### config.mk
export PLATFORM = sky130hd
export DESIGN_NAME = mc_controller
export DESIGN_NICKNAME = d
export VERILOG_FILES = /design/src/rtl/mc_controller.sv
export SDC_FILE = /design/constraint.sdc
export NUM_CORES = 1
export LEC_CHECK = 0
export CORE_MARGIN = 10
export CORE_UTILIZATION = 40
export DETAILED_ROUTE_END_ITERATION = 8
export GPL_TIMING_DRIVEN = 0
export PLACE_DENSITY = 0.84
export SYNTH_ARGS = -nofsm -noshare
export SYNTH_HDL_FRONTEND = slang
export SYNTH_SLANG_ARGS = --single-unit
export TNS_END_PERCENT = 5
### constraint.sdc
create_clock -name clk -period 1.63 [get_ports clk]
set_input_delay 0.326 -clock clk [delete_from_list [all_inputs] [get_ports clk]]
set_output_delay 0.326 -clock clk [all_outputs]
set_load 0.01 [all_outputs]
### src/rtl/mc_controller.sv
// rtl/mc_controller.sv - multicycle control unit for the 16-bit accumulator datapath
module mc_controller (
   input  logic        clk,
   input  logic        rst_n,
   input  logic [2:0]  opcode,
   input  logic        zero,
   input  logic        mem_ready,
   output logic        mem_rd,
   output logic        mem_wr,
   output logic        addr_src,
   output logic        ir_ld,
   output logic        mdr_ld,
   output logic        pc_ld,
   output logic        acc_ld,
   output logic        pc_src,
   output logic        acc_src,
   output logic        alu_src_a,
   output logic [1:0]  alu_src_b,
   output logic [1:0]  alu_op,
   output logic [3:0]  state,
   output logic [15:0] instr_count
);

   localparam logic [3:0] S_FETCH  = 4'd0;
   localparam logic [3:0] S_DECODE = 4'd1;
   localparam logic [3:0] S_MEMRD  = 4'd2;
   localparam logic [3:0] S_EXEC   = 4'd3;
   localparam logic [3:0] S_LOAD   = 4'd4;
   localparam logic [3:0] S_MEMWR  = 4'd5;
   localparam logic [3:0] S_JUMP   = 4'd6;
   localparam logic [3:0] S_BRANCH = 4'd7;

   localparam logic [2:0] OP_LDA = 3'b000;
   localparam logic [2:0] OP_STA = 3'b001;
   localparam logic [2:0] OP_ADD = 3'b010;
   localparam logic [2:0] OP_SUB = 3'b011;
   localparam logic [2:0] OP_AND = 3'b100;
   localparam logic [2:0] OP_NOT = 3'b101;
   localparam logic [2:0] OP_JMP = 3'b110;

   // active stays low until the first edge after reset release, keeping every strobe quiet until then
   logic       active;
   logic       retire;
   logic [3:0] next_state;

   always_ff @(posedge clk or negedge rst_n) begin
      if (!rst_n) begin
         state       <= S_FETCH;
         active      <= 1'b0;
         instr_count <= 16'd0;
      end else begin
         active <= 1'b1;
         state  <= next_state;
         if (retire)
            instr_count <= instr_count + 16'd1;
      end
   end

   always_comb begin
      next_state = S_FETCH;
      if (active) begin
         case (state)
            S_FETCH:  next_state = mem_ready ? S_DECODE : S_FETCH;
            S_DECODE: begin
               case (opcode)
                  OP_STA:  next_state = S_MEMWR;
                  OP_NOT:  next_state = S_EXEC;
                  OP_JMP:  next_state = S_JUMP;
                  3'b111:  next_state = S_BRANCH;
                  default: next_state = S_MEMRD;
               endcase
            end
            S_MEMRD:  next_state = !mem_ready ? S_MEMRD :
                                   (opcode == OP_LDA) ? S_LOAD : S_EXEC;
            S_MEMWR:  next_state = mem_ready ? S_FETCH : S_MEMWR;
            default:  next_state = S_FETCH;
         endcase
      end
   end

   always_comb begin
      retire = 1'b0;
      if (active) begin
         case (state)
            S_EXEC, S_LOAD, S_JUMP, S_BRANCH: retire = 1'b1;
            S_MEMWR:                          retire = mem_ready;
            default:                          retire = 1'b0;
         endcase
      end
   end

   always_comb begin
      mem_rd    = 1'b0;
      mem_wr    = 1'b0;
      addr_src  = 1'b0;
      ir_ld     = 1'b0;
      mdr_ld    = 1'b0;
      pc_ld     = 1'b0;
      acc_ld    = 1'b0;
      pc_src    = 1'b0;
      acc_src   = 1'b0;
      alu_src_a = 1'b0;
      alu_src_b = 2'b00;
      alu_op    = 2'b00;
      if (active) begin
         case (state)
            S_FETCH: begin
               mem_rd    = 1'b1;
               alu_src_b = 2'b01;
               ir_ld     = mem_ready;
               pc_ld     = mem_ready;
            end
            S_MEMRD: begin
               mem_rd   = 1'b1;
               addr_src = 1'b1;
               mdr_ld   = mem_ready;
            end
            S_EXEC: begin
               alu_src_a = 1'b1;
               acc_ld    = 1'b1;
               case (opcode)
                  OP_SUB:  alu_op = 2'b01;
                  OP_AND:  alu_op = 2'b10;
                  OP_NOT:  alu_op = 2'b11;
                  default: alu_op = 2'b00;
               endcase
            end
            S_LOAD: begin
               acc_ld  = 1'b1;
               acc_src = 1'b1;
            end
            S_MEMWR: begin
               mem_wr   = 1'b1;
               addr_src = 1'b1;
            end
            S_JUMP: begin
               pc_ld  = 1'b1;
               pc_src = 1'b1;
            end
            S_BRANCH: begin
               // ALU passes ACC through (ACC + 0) so zero reflects the accumulator
               alu_src_a = 1'b1;
               alu_src_b = 2'b10;
               pc_src    = 1'b1;
               pc_ld     = ~zero;
            end
            default: ;
         endcase
      end
   end

endmodule

==> results.txt <==
----------------------------------------------------
[STA]
  Fmax ... between 500 and 600 MHz
  Post-route setup TNS ... -860 ps
  Worst slew pin tran ... about 860 ps
  Relative max-transition margin ... 0.422
  Count of endpoints failing setup in the final report ... 12
  Hold_ws ... between 400 and 500 ps
  Final hold viol count ... 0
  Time the worst path needs with I/O delays and setup ... between 1500 and 2000 ps
  Setup repair after global routing missed its margin ... true
  Final clock period utilization by the worst path ... 1.08
  Final Worst Setup Slack ... -138 ps
  Max-slew violation count ... 0
  Largest clock skew in the final design ... about 17 ps

[Floorplan]
  Vertical die dimension ... around 73 um
  Cell row count ... 19
  Die area ... around 0.0054 sq mm
  Die outline width ... between 70 and 80 um
  Initial Utilization ... 0.416
  Placeable Area ... 0.00273 sq mm
  Number of placed I/O pins ... 41

[Yosys]
  Synth warn ... 0
  Number of distinct library cells after synthesis ... 30
  Sequential cell area fraction in the yosys report ... 0.440
  Summed instance area of the synthesized netlist ... 0.00114 sq mm
  Most common cell in the synthesized netlist ... dfrtp_1
  Most instantiated flip-flop cell in the synthesis netlist ... dfrtp_1
  Count of flip-flops with a built-in enable after synthesis ... 0
  Top-area cell type share of the netlist area ... 0.440
  Combinational family with the most area after synthesis ... simple AND/OR/NAND/NOR gates
  Fraction of synthesized area in multiplexers ... 0
  Leading area contributor after synthesis ... dfrtp_1
  Dominant cells by area after synthesis ... dfrtp_1 (44%), xnor2_1 (8.5%), nand2_1 (5.6%)
  Post-synthesis adder-cell area fraction ... 0.0110
  Most instantiated cells after synthesis ... dfrtp_1 (20), nand2_1 (17), xnor2_1 (11), nor2_1 (8), nand4_1 (7)
  Mapped Cells ... around 130
  Synth async-reset ratio ... 1.00
  Number of nets produced by synthesis ... ~140
  Xor/xnor cell area share of the yosys netlist ... 0.123
  Compound-Gate Fraction of Synth Area ... 0.0846
  Post-Synth Simple-Gate Area ... 0.297
  Average instance area after synthesis ... a little under 9 sq um
  Number of synthesized register bits ... 20

[Critical path]
  Capture instance of the worst register-to-register path ... instr_count[15]
  Data required time at the worst endpoint ... ~1300 ps
  Kind of capture point of the worst setup path ... primary output
  Minimum setup slack among reg-to-reg paths ... ~80 ps
  Launching element type of the critical path ... flop
  Startpoint of the most critical register-to-register path ... state[0]
  Maximum fanout along the worst path ... 7
  Critical path type ... flop to primary output
  Data arrival time of the critical path ... roughly 1400 ps
  Depth of the worst register-to-register path ... 5

[Min path]
  Hold depth ... 1
  Worst Hold Launch ... instr_count[15]
  Worst Hold Path EP ... instr_count[15]
  Worst Hold Class ... flop to flop

[Clocking]
  Clock insertion delay at the later pin of the skew report ... roughly 310 ps
  Clk Tree Root Cell ... clkbuf_4
  Hold buffer count at CTS ... 0
  Clock transition at the register clock pins on the worst setup and hold paths after CTS ... ~130 ps
  TritonCTS clock tree ... yes
  H-Tree Level Count ... 1
  Total CTS buffers ... 3
  Number of clock sinks seen by CTS ... 20
  Bufs on Longest Clock Path ... 2

[Layout]
  Layout Nets ... 186
  Area added between synthesis and finish ... 51.8%
  Post-Layout Cell Count ... 208
  Number of inserted diodes ... 0
  Proportion of layout cells with a drive suffix above 1 ... 0.249
  Final core occ ... 0.632

[Pwr]
  Power density over the cells ... approximately 820 mW/mm^2
  Leakage ... about 0.85 nW
  Peak VDD IR ... 0.693 mV

[Routing]
  Number of DRC violations after detailed-routing iteration 0 ... 85
  Wire length on met1 ... between 1 and 1.5 mm
  Routed wire per std cell ... between 15 and 20 um
  Met3 WL ... roughly 440 um
  Routed length on met2 ... 1.65 mm
  TritonRoute pass-1 iters ... 6
  Post-route DRC violation count ... 0
  Detail-routed via count per cell ... around 5.4
  Wirelength, routed ... ~3.4 mm
  Highest layer used for signal routing ... met4
  Antenna violation net count after detailed routing ... 0
  Vias ... roughly 1100

[Job]
  Max capacitance violation total ... 0

[GRT]
  Total global routing overflow ... 0
  Maximum number of pins on one net before global-route repair ... 21
  Global-route wire length before repair ... about 5.8 mm
  Initial antenna violation count ... 0
  Vias in the first global route ... between 1000 and 1500
  Overall routing resource usage ... 0.129

[Placed design]
  Placed cell count ... slightly below 200
  Number of port buffers ... 38
  Global placement routability congestion ... 0.950
  Final HPWL from detailed placement ... roughly 2.4 mm
  Setup Slack @ Placement ... -575 ps

[Status]
  Violations in the final reports ... setup timing
  Result of the run ... complete, but fails checks

----------------------------------------------------
-- what timing repair did --
item                                    CTS  global route
setup buffers                             7             0
endpoints found under the setup margin   26            33
pin swaps                                 4             1
gates resized for setup                  99            12
-- where the power goes --
part	internal (mW)	switching, mW	leakage, nW	total (mW)
combinational	0.191	0.214	0.552	0.405
clock	0.249	0.162	0.0279	0.411
sequential	0.542	0.0633	0.269	0.606
-- per-layer routing --
metal  vias up  GRT usage
met3         4     0.0646
met2        52      0.213
li1        548          -
met4         0     0.0476
met5         -          0
met1       529      0.139
-- cell type report --
cell class              count  area, sq um
flip-flops and latches     20          503
inverters                   3         18.8
well taps                  31         38.8
plain buffers               7         72.6
fillers                   237         1010
clock inverters             1         30.0
multi-input cells          98          673
repair buffers             45          369
clock buffers               3         22.5
-- cell families after synthesis --
logic type | Yosys count
and+or+nand+nor | 65
DFF | 20
xor gates and xnor gates | 16
AOI/OAI and AO/OA | 14
buffers and inverters | 10
other | 2
adders and majority gates | 1
-- layout by cell type (no fill, tap or decap), types with 2 or more instances in the layout --
cell type | synthesis | layout
xnor2_1 | 11 | 11
buf_4 | 1 | 6
nand2b_1 | 3 | 2
conb_1 | 2 | 2
and2_1 | 4 | 4
inv_1 | 3 | 2
clkdlybuf4s50_1 | 0 | 11
nor4_4 | 0 | 2
buf_2 | 2 | 14
and3_1 | 6 | 5
nand2_1 | 17 | 15
nand3_1 | 5 | 5
xor2_1 | 5 | 5
nor3_1 | 5 | 4
clkbuf_4 | 0 | 3
nand4_1 | 7 | 7
nor2_1 | 8 | 7
nor4_1 | 6 | 4
dlygate4sd2_1 | 0 | 13
dfrtp_2 | 0 | 2
dfrtp_1 | 20 | 18
buf_6 | 0 | 3
a21oi_1 | 5 | 5
and4_1 | 2 | 2
buf_8 | 0 | 3
-- through the flow --
stage	area (sq um)	total power, mW
2_1_floorplan	1140	0.778
3_3_place_gp	1560	0.964
3_5_place_dp	1560	0.974
4_1_cts	1700	1.41
5_1_grt	1730	1.50
6_report	1730	1.42
-- worst max path at each step --
stage	start	to	slack (ps)	cells after the start
final	state[2]	ir_ld	-140	5
after global routing	state[2]	ir_ld	-210	5
after CTS	state[2]	ir_ld	-160	5
after detailed placement	opcode[1]	alu_op[0]	-580	5
after global placement	opcode[1]	alu_op[0]	-540	5
after floorplan	state[2]	alu_op[1]	10	4
-- sequential cells by signal, indices dropped and copies added (netlist names) --
name and cells:
state 3, active 1, instr_count 16
-- worst max-delay path: stages (launching register included) --
cell and delay [ps]:
dfrtp_1 430, buf_8 150, inv_8 70, nand2_8 70
nor4_4 250, buf_2 160
No activity file was read; power rests on OpenSTA's default activity.
